### src/rtl/pipe_hazard_ctrl.sv
// rtl/pipe_hazard_ctrl.sv - hazard, stall, flush and operand-forwarding control for the in-order pipeline
module pipe_hazard_ctrl #(
   parameter int REG_AW     = 3,
   parameter int FWD_STAGES = 2,
   parameter int LOAD_LAT   = 1,
   parameter bit ZERO_REG   = 1'b0,
   localparam int FW        = $clog2(FWD_STAGES + 1)
) (
   input  logic              clk,
   input  logic              rst,
   input  logic              id_valid,
   input  logic [REG_AW-1:0] id_rs1,
   input  logic              id_rs1_used,
   input  logic [REG_AW-1:0] id_rs2,
   input  logic              id_rs2_used,
   input  logic [REG_AW-1:0] id_rd,
   input  logic              id_we,
   input  logic              id_is_load,
   input  logic              id_halt,
   input  logic              ex_redirect,
   output logic              stall,
   output logic              ex_bubble,
   output logic              flush_if_id,
   output logic [FW-1:0]     fwd_sel_a,
   output logic [FW-1:0]     fwd_sel_b,
   output logic              halted
);

   // First stage (counted from EX = 0, MEM = 1) at which load data can be forwarded
   localparam int LRS = 1 + LOAD_LAT;

   // Halt sequencing: a halt freezes issue immediately, and is reported once it drains out
   typedef enum logic [1:0] {
      HS_RUN    = 2'd0,
      HS_PEND   = 2'd1,
      HS_HALTED = 2'd2
   } halt_state_t;

   halt_state_t halt_state, halt_state_nxt;

   // In-flight writer tracker: index 0 is EX, index k is k stages past EX
   logic [FWD_STAGES:0]             e_v;
   logic [FWD_STAGES:0]             e_we;
   logic [FWD_STAGES:0]             e_ld;
   logic [FWD_STAGES:0]             e_hlt;
   logic [FWD_STAGES:0][REG_AW-1:0] e_rd;

   logic              halt_pend;
   logic              halt_retire;
   logic              issue;
   logic              haz_a, haz_b;
   logic [FW-1:0]     sel_a, sel_b;
   logic [FW:0]       res_a, res_b;

   // Resolve one operand against the tracker. Result is {hazard, select}.
   // The youngest (lowest index) matching writer wins. A writer that will already
   // have written back when the consumer reaches EX is served by the register file.
   function automatic logic [FW:0] resolve(
      input logic [REG_AW-1:0]             r,
      input logic                          used,
      input logic [FWD_STAGES:0]           v,
      input logic [FWD_STAGES:0]           we,
      input logic [FWD_STAGES:0]           ld,
      input logic [FWD_STAGES:0][REG_AW-1:0] rd
   );
      logic [FW:0] res;
      logic        found;
      res   = '0;
      found = 1'b0;
      for (int j = 0; j <= FWD_STAGES; j++) begin
         if (!found && used && v[j] && we[j] && (rd[j] == r) &&
             !(ZERO_REG && (r == '0))) begin
            found = 1'b1;
            if (j + 1 > FWD_STAGES) begin
               res = '0;
            end else if (ld[j] && (j + 1 < LRS)) begin
               res = {1'b1, {FW{1'b0}}};
            end else begin
               res = {1'b0, FW'(j + 1)};
            end
         end
      end
      return res;
   endfunction

   // Operand dependency resolution for the instruction currently in ID
   always_comb begin
      res_a = resolve(id_rs1, id_rs1_used, e_v, e_we, e_ld, e_rd);
      res_b = resolve(id_rs2, id_rs2_used, e_v, e_we, e_ld, e_rd);
      haz_a = res_a[FW];
      haz_b = res_b[FW];
      sel_a = res_a[FW-1:0];
      sel_b = res_b[FW-1:0];
   end

   assign halt_pend   = (halt_state != HS_RUN);
   assign halt_retire = e_v[FWD_STAGES] & e_hlt[FWD_STAGES];
   assign halted      = (halt_state == HS_HALTED);

   // Pipeline control: a redirect discards the ID instruction and overrides any stall
   always_comb begin
      stall       = (((haz_a | haz_b) & id_valid) | halt_pend) & ~ex_redirect;
      ex_bubble   = stall | ex_redirect;
      flush_if_id = ex_redirect;
      issue       = id_valid & ~stall & ~ex_redirect & ~halt_pend;
   end

   // Halt state next-state logic
   always_comb begin
      halt_state_nxt = halt_state;
      case (halt_state)
         HS_RUN:    if (issue && id_halt) halt_state_nxt = HS_PEND;
         HS_PEND:   if (halt_retire)      halt_state_nxt = HS_HALTED;
         HS_HALTED: halt_state_nxt = HS_HALTED;
         default:   halt_state_nxt = HS_RUN;
      endcase
   end

   // Halt state register
   always_ff @(posedge clk) begin
      if (rst) begin
         halt_state <= HS_RUN;
      end else begin
         halt_state <= halt_state_nxt;
      end
   end

   // Tracker shift: every entry advances each cycle, EX is refilled only on issue
   always_ff @(posedge clk) begin
      if (rst) begin
         e_v   <= '0;
         e_we  <= '0;
         e_ld  <= '0;
         e_hlt <= '0;
         e_rd  <= '0;
      end else begin
         e_v   <= {e_v[FWD_STAGES-1:0],   issue};
         e_we  <= {e_we[FWD_STAGES-1:0],  issue & id_we};
         e_ld  <= {e_ld[FWD_STAGES-1:0],  issue & id_is_load};
         e_hlt <= {e_hlt[FWD_STAGES-1:0], issue & id_halt};
         e_rd  <= {e_rd[FWD_STAGES-1:0],  id_rd};
      end
   end

   // Forwarding selects for the instruction entering EX; a bubble reads the register file
   always_ff @(posedge clk) begin
      if (rst) begin
         fwd_sel_a <= '0;
         fwd_sel_b <= '0;
      end else if (issue) begin
         fwd_sel_a <= sel_a;
         fwd_sel_b <= sel_b;
      end else begin
         fwd_sel_a <= '0;
         fwd_sel_b <= '0;
      end
   end

endmodule
### config.mk
export PLATFORM = sky130hd
export DESIGN_NAME = pipe_hazard_ctrl
export DESIGN_NICKNAME = d
export VERILOG_FILES = /design/src/rtl/pipe_hazard_ctrl.sv
export SDC_FILE = /design/constraint.sdc
export NUM_CORES = 1
export LEC_CHECK = 0
export CELL_PAD_IN_SITES_DETAIL_PLACEMENT = 1
export CELL_PAD_IN_SITES_GLOBAL_PLACEMENT = 1
export CORE_MARGIN = 1
export CORE_UTILIZATION = 37
export CTS_CLUSTER_SIZE = 40
export DETAILED_ROUTE_END_ITERATION = 7
export GPL_TIMING_DRIVEN = 0
export PLACE_DENSITY = 0.83
export SETUP_SLACK_MARGIN = 0.05
export SLEW_MARGIN = 20
export SYNTH_ARGS = -nofsm -noshare
export SYNTH_HDL_FRONTEND = slang
export SYNTH_SLANG_ARGS = --single-unit
### constraint.sdc
create_clock -name clk -period 5.03 [get_ports clk]
set_input_delay 1.006 -clock clk [delete_from_list [all_inputs] [get_ports clk]]
set_output_delay 1.006 -clock clk [all_outputs]
set_load 0.1 [all_outputs]
# Word-level counts from Yosys, hierarchy flattened
# Cells that the tools add are included.
# op_classes
n_addsub	0
mul	0
div_mod_pow	0
n_lt_le_gt_ge	0
n_eq_ne	10
shifts	0
mux	14
bitwise	18
reduce_logical	34
# op_table
op	n
logical AND 1 bit	23
two-way mux 3 bit	7
== test 3 bit	6
OR reduction 5 bit	2
AND 1 bit	9
inverter 1 bit	6
case mux 2 bit (3 select lines)	1
OR reduction 3 bit	2
logical NOT 1 bit	4
two-way mux 1 bit	4
two-way mux 2 bit	2
inequality test 2 bit (second input constant)	2
OR 1 bit	3
== test 2 x 1 -> 1 bit (second input constant)	1
== test 2 bit (second input constant)	1
logical NOT 2 bit	1
AND reduction 2 bit	1
nonzero test 2 bit	1
# word_totals
register_bits	25
latchBits	0
mem_bits_rw	0
mem_bits_ro	0
input_bits	18
out_inout_bits	8
word_cells	88
mem_count	0

# Logic depth before layout (Yosys ltp)
# Gate-level depths: netlist (run 1).
# logic_depth
word_depth	27
ltp_mapped	6

# Worst setup path before layout (run 1)
# Ideal clock, no wire load.
# synth_timing
kind	input to output
startpoint	input id_rs1[2]
endpoint	output stall
arrival_time_ns	3.517
required_time_ns	4.024
path_slack_ns	0.507
stages	5
path_buffers	1
path_cell_list	xor2_1 -> or4_4 -> buf_6 -> a21o_1 -> a21oi_1
# synth_between
elab_chain_cells	19
elab_cells_between_ends	23
cone_classes	3 x eq/ne; 5 x mux; 4 x bitwise; 11 x reduce/logical
# synth_lines
item	line_no	source
start: declaration	12	input logic [REG_AW-1:0] id_rs1,
== test 3 bit	71	if (!found && used && v[j] && we[j] && (rd[j] == r) &&
logical AND 1 bit	71	
two-way mux 1 bit	71	
logical NOT 1 bit	71	
logical AND 1 bit (4 in a row)	71	
two-way mux 1 bit	71	
logical NOT 1 bit	71	
logical AND 1 bit (4 in a row)	71	
two-way mux 3 bit (*)	71	
OR 1 bit (*)	102	stall = (((haz_a | haz_b) & id_valid) | halt_pend) & ~ex_redirect;
AND 1 bit (*)	102	
OR 1 bit (*)	102	
AND 1 bit (*)	102	
end: declaration	21	output logic stall,
# Mark *: on every way between the ends. The rest lies on a longest branch, timed or not.

# Final worst setup path (run 1)
# Same ends and word-level chain as after synthesis.

==> summary.txt, run 1 <==
Yosys
  – Main synth FF type: dfxtp_1
  – Mapped Area: 983 µm²
  – Seq cells post-synth: 21
  – Share of the synthesized area in the top cell type: 42.7%
  – Mapped Cells: 100
  – Syn_nets: 122
  – Asr flop ratio synth: 0%
  – Synth area leaders: dfxtp_1, xor2_1, nor2b_1
  – Mean Syn Cell Area: 9.83 µm²
  – Synth unique cells: 31
  – EDFF count, synth: 0
  – Cell taking the most area after synthesis: dfxtp_1
  – Post-synthesis sequential area ratio: 42.7%
  – Synth Warn #: 0

Detailed routing
  – Routed via count: 802
  – Remaining DRCs: 0
  – Initial DRC count: 12
  – Final ANT Viol Nets: 0
  – Routed WL: 2160 µm
  – WL/cell: 13.6 µm
  – DRT Pass-1 Iters: 4
  – Vias per Instance: 5.04

Floorplanning
  – Initial Util: 39.3%
  – Core area: 2500 µm²
  – Row cnt: 18
  – DIE WIDTH: 53.6 µm
  – Total Die Area: 2870 µm²
  – Die height: 53.6 µm
  – Top Ports: 26

STA
  – Min Tclk post-route: 4.87 ns
  – RSZ-0062 raised after global routing: false
  – FMAX: 205 MHz
  – Setup-failing EPs final: 0
  – Post-route setup TNS: 0 ns
  – Clock skew: 0.00514 ns
  – Worst-margin pin slew: 0.967 ns
  – Final Max Slew Viols: 0
  – Final hold vios: 0
  – Hold slack: 0.461 ns
  – Max-slew headroom: 35.3%
  – Final worst path period share: 96.8%

Clock tree
  – Worst-path clk slew: 0.11 ns
  – Worst-skew pair later-pin latency: 0.31 ns
  – Root buffer cell: clkbuf_4
  – Sinks on Clock Net: 21
  – CTS buffer count: 3
  – Setup repair bufs after CTS: 0
  – Post-cts resize count: 0
  – CTS tree: done
  – Deepest clock path buffer count: 2
  – CTS Hold Bufs: 0
  – H-tree levels: 1

Finish
  – Synthesis-to-layout area growth: 31.9%
  – Fillers: 295
  – Final #Nets: 152
  – Share of cells above drive strength 1: 6.98%
  – Diodes inserted: 0

Hold path
  – Hold Crit Depth: 1
  – Hold EP: e_hlt[2]
  – HP Class: flip-flop to flip-flop
  – Worst hold path startpoint: e_hlt[1]

Critical path
  – Crit-path max cell delay: 1.14 ns
  – Worst r2r path cells: 5
  – Crit-path max FO: 8
  – R2R Path End: e_we[0]
  – Delay-heaviest family, CP: buffers and inverters
  – Most used cell, CP: clkdlybuf4s50_1
  – CP Launch Type: primary input
  – Sequence of cells on the critical path: clkdlybuf4s50_1 -> xor2_1 -> or4_4 -> buf_6 -> a21o_1 -> a21oi_1 -> clkdlybuf4s50_1
  – Crit path DAT: 3.86 ns
  – CP required: 4.02 ns
  – R2r setup slk: 3.29 ns
  – Crit Path Class: primary input to primary output
  – Slowest stage cell, crit path: clkdlybuf4s50_1
  – Crit. path cell count: 7
  – Crit end category: primary output
  – Critical R2R Launch: e_rd[2]
  – Bufs and invs on worst path: 3

Global route
  – GRT overflow: 0
  – Vias in the first global route: 825
  – All-Layer GR Usage: 16.4%
  – First-pass GRT wire length: 3370 µm
  – Antenna violations before repair: 0
  – Pin count of the biggest net entering global routing: 12

Outcome
  – Status: finished, final reports clean

Power and ir drop
  – Pwr Density: 357 nW/µm²
  – Leakage: 0.482 nW
  – Power Total: 0.000463 W
  – IR Drop Worst-Case VDD: 0.255 mV

Placement
  – I/O Buffers: 25
  – GP Congestion: 0.732
  – Hpwl dp: 1680 µm

Run
  – Max cap viols: 0
state kept, by name (all words and copies together) (netlist names):
register / cells
e_rd: 6
e_hlt: 3
e_we: 2
e_v: 3
fwd_sel_a: 2
halt_state: 2
e_ld: 1
fwd_sel_b: 2
where the power goes:
part | switching, W | total, W | internal (W)
clock | 0.0000521 | 0.0000831 | 0.0000310
sequential | 0.00000951 | 0.000189 | 0.000179
combinational | 0.000125 | 0.000191 | 0.0000664
total | 0.000186 | 0.000463 | 0.000277
cells in the final DEF, fill, tap and decap left out:
| cell | Yosys | routed |
|---|---|---|
| buf_6 | 1 | 1 |
| nand3b_1 | 3 | 3 |
| a21boi_0 | 1 | 1 |
| nand2b_1 | 4 | 4 |
| a21oi_1 | 3 | 3 |
| o21bai_1 | 2 | 2 |
| and4_1 | 3 | 3 |
| nor3_1 | 2 | 2 |
| buf_1 | 1 | 1 |
| nand4_1 | 2 | 2 |
| or4_4 | 1 | 1 |
| xnor2_1 | 2 | 2 |
| nor2_1 | 4 | 4 |
| buf_4 | 1 | 1 |
| and3_1 | 1 | 1 |
| or4_1 | 1 | 1 |
| ha_1 | 4 | 4 |
| nor3b_1 | 1 | 1 |
| nor4b_1 | 2 | 2 |
| nand2_1 | 1 | 1 |
| nand4bb_1 | 1 | 1 |
| a211o_1 | 2 | 2 |
| xor2_1 | 10 | 10 |
| buf_2 | 1 | 1 |
| clkbuf_4 | 0 | 3 |
| inv_1 | 2 | 2 |
| clkbuf_1 | 2 | 3 |
| dfxtp_1 | 21 | 21 |
| a21o_1 | 1 | 1 |
| nand3_1 | 7 | 7 |
| clkdlybuf4s50_1 | 0 | 25 |
| nor2b_1 | 11 | 11 |
| mux2_2 | 2 | 2 |
cells by family (layout without fill, tap and decap cells):
logic type	after synthesis	in the layout	synth area share [%]
DFF	21	21	42.7
and+or+nand+nor	44	44	28.5
buffers and inverters	8	37	4.33
muxes	2	2	2.29
xor gates and xnor gates	12	12	10.7
AOI/OAI and AO/OA	9	9	6.36
adders and majority gates	4	4	5.09
through the flow:
step	setup WS, ns	utilization (%)	cell area (µm²)	instances
5_1_grt	0.0710	51.9	1300	159
2_1_floorplan	0.507	-	983	100
3_5_place_dp	0.154	50.9	1270	155
4_1_cts	0.155	51.9	1300	159
3_3_place_gp	0.175	50.9	1270	155
6_report	0.162	51.9	1300	159
routing by layer:
| metal | wire, µm | track usage, % | part of all wire [%] | up-vias |
|---|---|---|---|---|
| met5 | 0 | 0 | 0 | - |
| met4 | 36 | 7.89 | 1.7 | 0 |
| met3 | 60 | 2.54 | 2.8 | 5 |
| met2 | 1080 | 28.7 | 50 | 15 |
| met1 | 988 | 19.4 | 46 | 383 |
| li1 | - | - | - | 399 |
final cells by class:
cell class                 count  area, µm²  area share [%]
tap                           30       37.5            2.89
clock buffer                   4       26.3            2.03
inverter                       2       7.51           0.579
buffer                         6       35.0            2.70
sequential                    21        420            32.4
multi-input combinational     71        520            40.1
timing repair buffer          25        250            19.3
cell usage after synthesis, types with 2 or more instances:
library cell / number
nand3b_1: 3
nor2b_1: 11
mux2_2: 2
inv_1: 2
a21oi_1: 3
xnor2_1: 2
a211o_1: 2
o21bai_1: 2
and4_1: 3
xor2_1: 10
nor3_1: 2
ha_1: 4
nand2b_1: 4
nand4_1: 2
clkbuf_1: 2
nor4b_1: 2
nand3_1: 7
nor2_1: 4
dfxtp_1: 21
worst max path at each step:
stage,from,endpoint,slack (ns)
final,id_rs1[2],stall,0.16
after global routing,id_rs2[2],stall,0.07
after CTS,id_rs1[2],stall,0.15
after detailed placement,id_rs1[2],stall,0.15
after global placement,id_rs1[2],stall,0.17
after floorplan,id_rs1[2],stall,0.51
(Power assumes the default switching activity.)
==> inputs of run 2 (changes only) <==
CORE_UTILIZATION = 35   (was 37)
PLACE_DENSITY = 0.8   (was 0.83)
RECOVER_POWER = 50   (was default)
SKIP_CTS_REPAIR_TIMING = 1   (was default)
clock period = 4.72 ns   (was 5.03 ns; I/O delays follow)
==> run 2 against run 1 <==
- combinational power is 8% higher
- critical endpoint unchanged
- highest routed layer unchanged
- clock power increased by 1%
- first-iteration DRC count shrank 42%
- largest power group unchanged
==> summary.txt, run 2 (synthesized netlist as in run 1, its figures left out) <==
Run
  – Max cap viols: 0 (unchanged)

Critical path
  – CP required: 3.78 ns (-0.24 ns)
  – R2R Path End: e_hlt[0]
  – Crit path DAT: 3.45 ns (-0.41 ns)
  – Crit-path max FO: 8 (unchanged)
  – Crit-path max cell delay: 0.76 ns (-0.38 ns)
  – CP Launch Type: primary input
  – R2r setup slk: 2.89 ns (-0.40 ns)
  – Sequence of cells on the critical path: clkdlybuf4s50_1 -> xor2_1 -> or4_1 -> clkbuf_1 -> a21o_1 -> a21oi_1 -> dlymetal6s2s_1
  – Worst r2r path cells: 5 (unchanged)
  – Crit Path Class: primary input to primary output
  – Critical R2R Launch: e_rd[2]
  – Crit end category: primary output
  – Slowest stage cell, crit path: dlymetal6s2s_1

Hold path
  – Hold EP: e_hlt[2]
  – Worst hold path startpoint: e_hlt[1]
  – HP Class: flip-flop to flip-flop
  – Hold Crit Depth: 1 (unchanged)

Finish
  – Synthesis-to-layout area growth: 32.3%
  – Post-layout util: 50.7% (-1.2 points)
  – Fillers: 304 (+3.1%)
  – Largest registers: e_rd: 6 flops, e_hlt: 3 flops, e_v: 3 flops
  – Final Cell Area: 1300 µm² (+0.29%)
  – Max FFs per register: 6 (unchanged)
  – Diodes inserted: 0 (unchanged)
  – Most frequent cells in the layout: clkdlybuf4s50_1, dfxtp_1, nor2b_1, xor2_1, nand3_1
  – Largest reg by FF count: e_rd
  – Share of cells above drive strength 1: 6.20% (-0.78 points)
  – Most common cell after layout, fill and taps aside: clkdlybuf4s50_1
  – Final #Nets: 152 (unchanged)

STA
  – Min Tclk post-route: 4.40 ns
  – FMAX: 227 MHz
  – Final Max Slew Viols: 0 (unchanged)
  – Setup-failing EPs final: 0 (unchanged)
  – Final hold vios: 0 (unchanged)
  – Hold slack: 0.451 ns (-0.00952 ns)
  – RSZ-0062 raised after global routing: false
  – Final worst path period share: 93.2%
  – Clock skew: 0.00276 ns (-0.00238 ns)
  – Worst-margin pin slew: 0.970 ns (+0.00267 ns)
  – Max-slew headroom: 35.1% (-0.18 points)

Clock tree
  – CTS buffer count: 3 (unchanged)
  – Worst-skew pair later-pin latency: 0.29 ns (-0.02 ns)
  – Sinks on Clock Net: 21 (unchanged)
  – Deepest clock path buffer count: 2 (unchanged)
  – Root buffer cell: clkbuf_4
  – Worst-path clk slew: 0.11 ns (about the same)
  – H-tree levels: 1 (unchanged)
  – CTS tree: done

Detailed routing
  – DRT Pass-1 Iters: 4 (unchanged)
  – Initial DRC count: 7 (-5)
  – Vias per Instance: 5.18 (+2.7%)
  – Routed via count: 824 (+2.7%)
  – WL/cell: 14.1 µm (+3.6%)
  – Remaining DRCs: 0 (unchanged)
  – Final ANT Viol Nets: 0 (unchanged)
  – Routed WL: 2240 µm (+3.6%)

Placement
  – GP Congestion: 0.727 (-0.60%)
  – Cell Area, Placed: 1270 µm² (unchanged)
  – Hpwl dp: 1780 µm (+6.4%)
  – I/O Buffers: 25 (unchanged)

Global route
  – Vias in the first global route: 826 (+0.12%)
  – Pin count of the biggest net entering global routing: 12 (unchanged)
  – First-pass GRT wire length: 3550 µm (+5.1%)
  – All-Layer GR Usage: 16.8% (+0.38 points)
  – Antenna violations before repair: 0 (unchanged)
  – GRT overflow: 0 (unchanged)

Floorplanning
  – Initial Util: 38.3% (-1.0 points)
  – Row cnt: 18 (unchanged)
  – Core area: 2570 µm² (+2.7%)
  – DIE WIDTH: 55.0 µm (+2.7%)
  – Total Die Area: 3030 µm² (+5.5%)
  – Top Ports: 26 (unchanged)
  – Die height: 55.0 µm (+2.7%)

Power and ir drop
  – Pwr Density: 377 nW/µm² (+5.7%)
  – IR Drop Worst-Case VDD: 0.224 mV (-12%)
  – Leakage: 0.505 nW (+4.6%)
  – Power Total: 0.000491 W (+6.0%)

Outcome
  – Status: finished, final reports clean
-- run 2: worst max path at each step --
| stage | start | endpoint | slack [ns] | cells after the start |
|---|---|---|---|---|
| final | id_rs2[2] | stall | 0.32 | 7 |
| after detailed placement | id_rs1[2] | stall | -0.03 | 7 |
| after CTS | id_rs1[2] | stall | -0.04 | 7 |
| after global routing | id_rs2[0] | stall | 0.20 | 7 |
| after floorplan | id_rs1[2] | stall | 0.32 | 5 |
| after global placement | id_rs1[2] | stall | -0.008 | 7 |
-- run 2: worst max-delay path, delay by kind of cell --
family | cells | cell delay [ns]
simple gates | 1 | 0.52
buf+inv | 3 | 1.43
xor+xnor | 1 | 0.16
compound gates | 2 | 0.41
-- run 2: cell type report --
| cell class | instances | area (µm²) | share of cell area (%) |
|---|---|---|---|
| Sequential cell | 21 | 420 | 32.3 |
| Inverter | 2 | 7.51 | 0.577 |
| Timing Repair Buffer | 25 | 255 | 19.6 |
| Clock buffer | 4 | 26.3 | 2.02 |
| Buffer | 6 | 33.8 | 2.60 |
| Tap cell | 30 | 37.5 | 2.88 |
| Multi-Input combinational cell | 71 | 520 | 40.0 |
-- run 2: stage by stage --
| stage | worst slack [ns] | setup TNS [ns] | cells |
|---|---|---|---|
| final | 0.322 | 0 | 159 |
| after global routing | 0.195 | 0 | 159 |
| after CTS | -0.0351 | -0.0351 | 159 |
| after detailed placement | -0.0259 | -0.0259 | 155 |
| after global placement | -0.00790 | -0.00790 | 155 |
| after floorplan | 0.321 | 0 | 100 |
-- run 2: layer usage --
layer  vias to the layer above  track usage (%)  wire, µm
met5                         -                0         0
met4                         0             6.25        20
li1                        400                -         -
met1                       404             19.9       993
met2                        18             30.3      1150
met3                         2             2.46        73
-- run 2: where the power goes --
group          switching [W]  internal (W)
Sequential        0.00000977      0.000191
Clock              0.0000514     0.0000328
Combinational       0.000136     0.0000700
Total               0.000197      0.000294
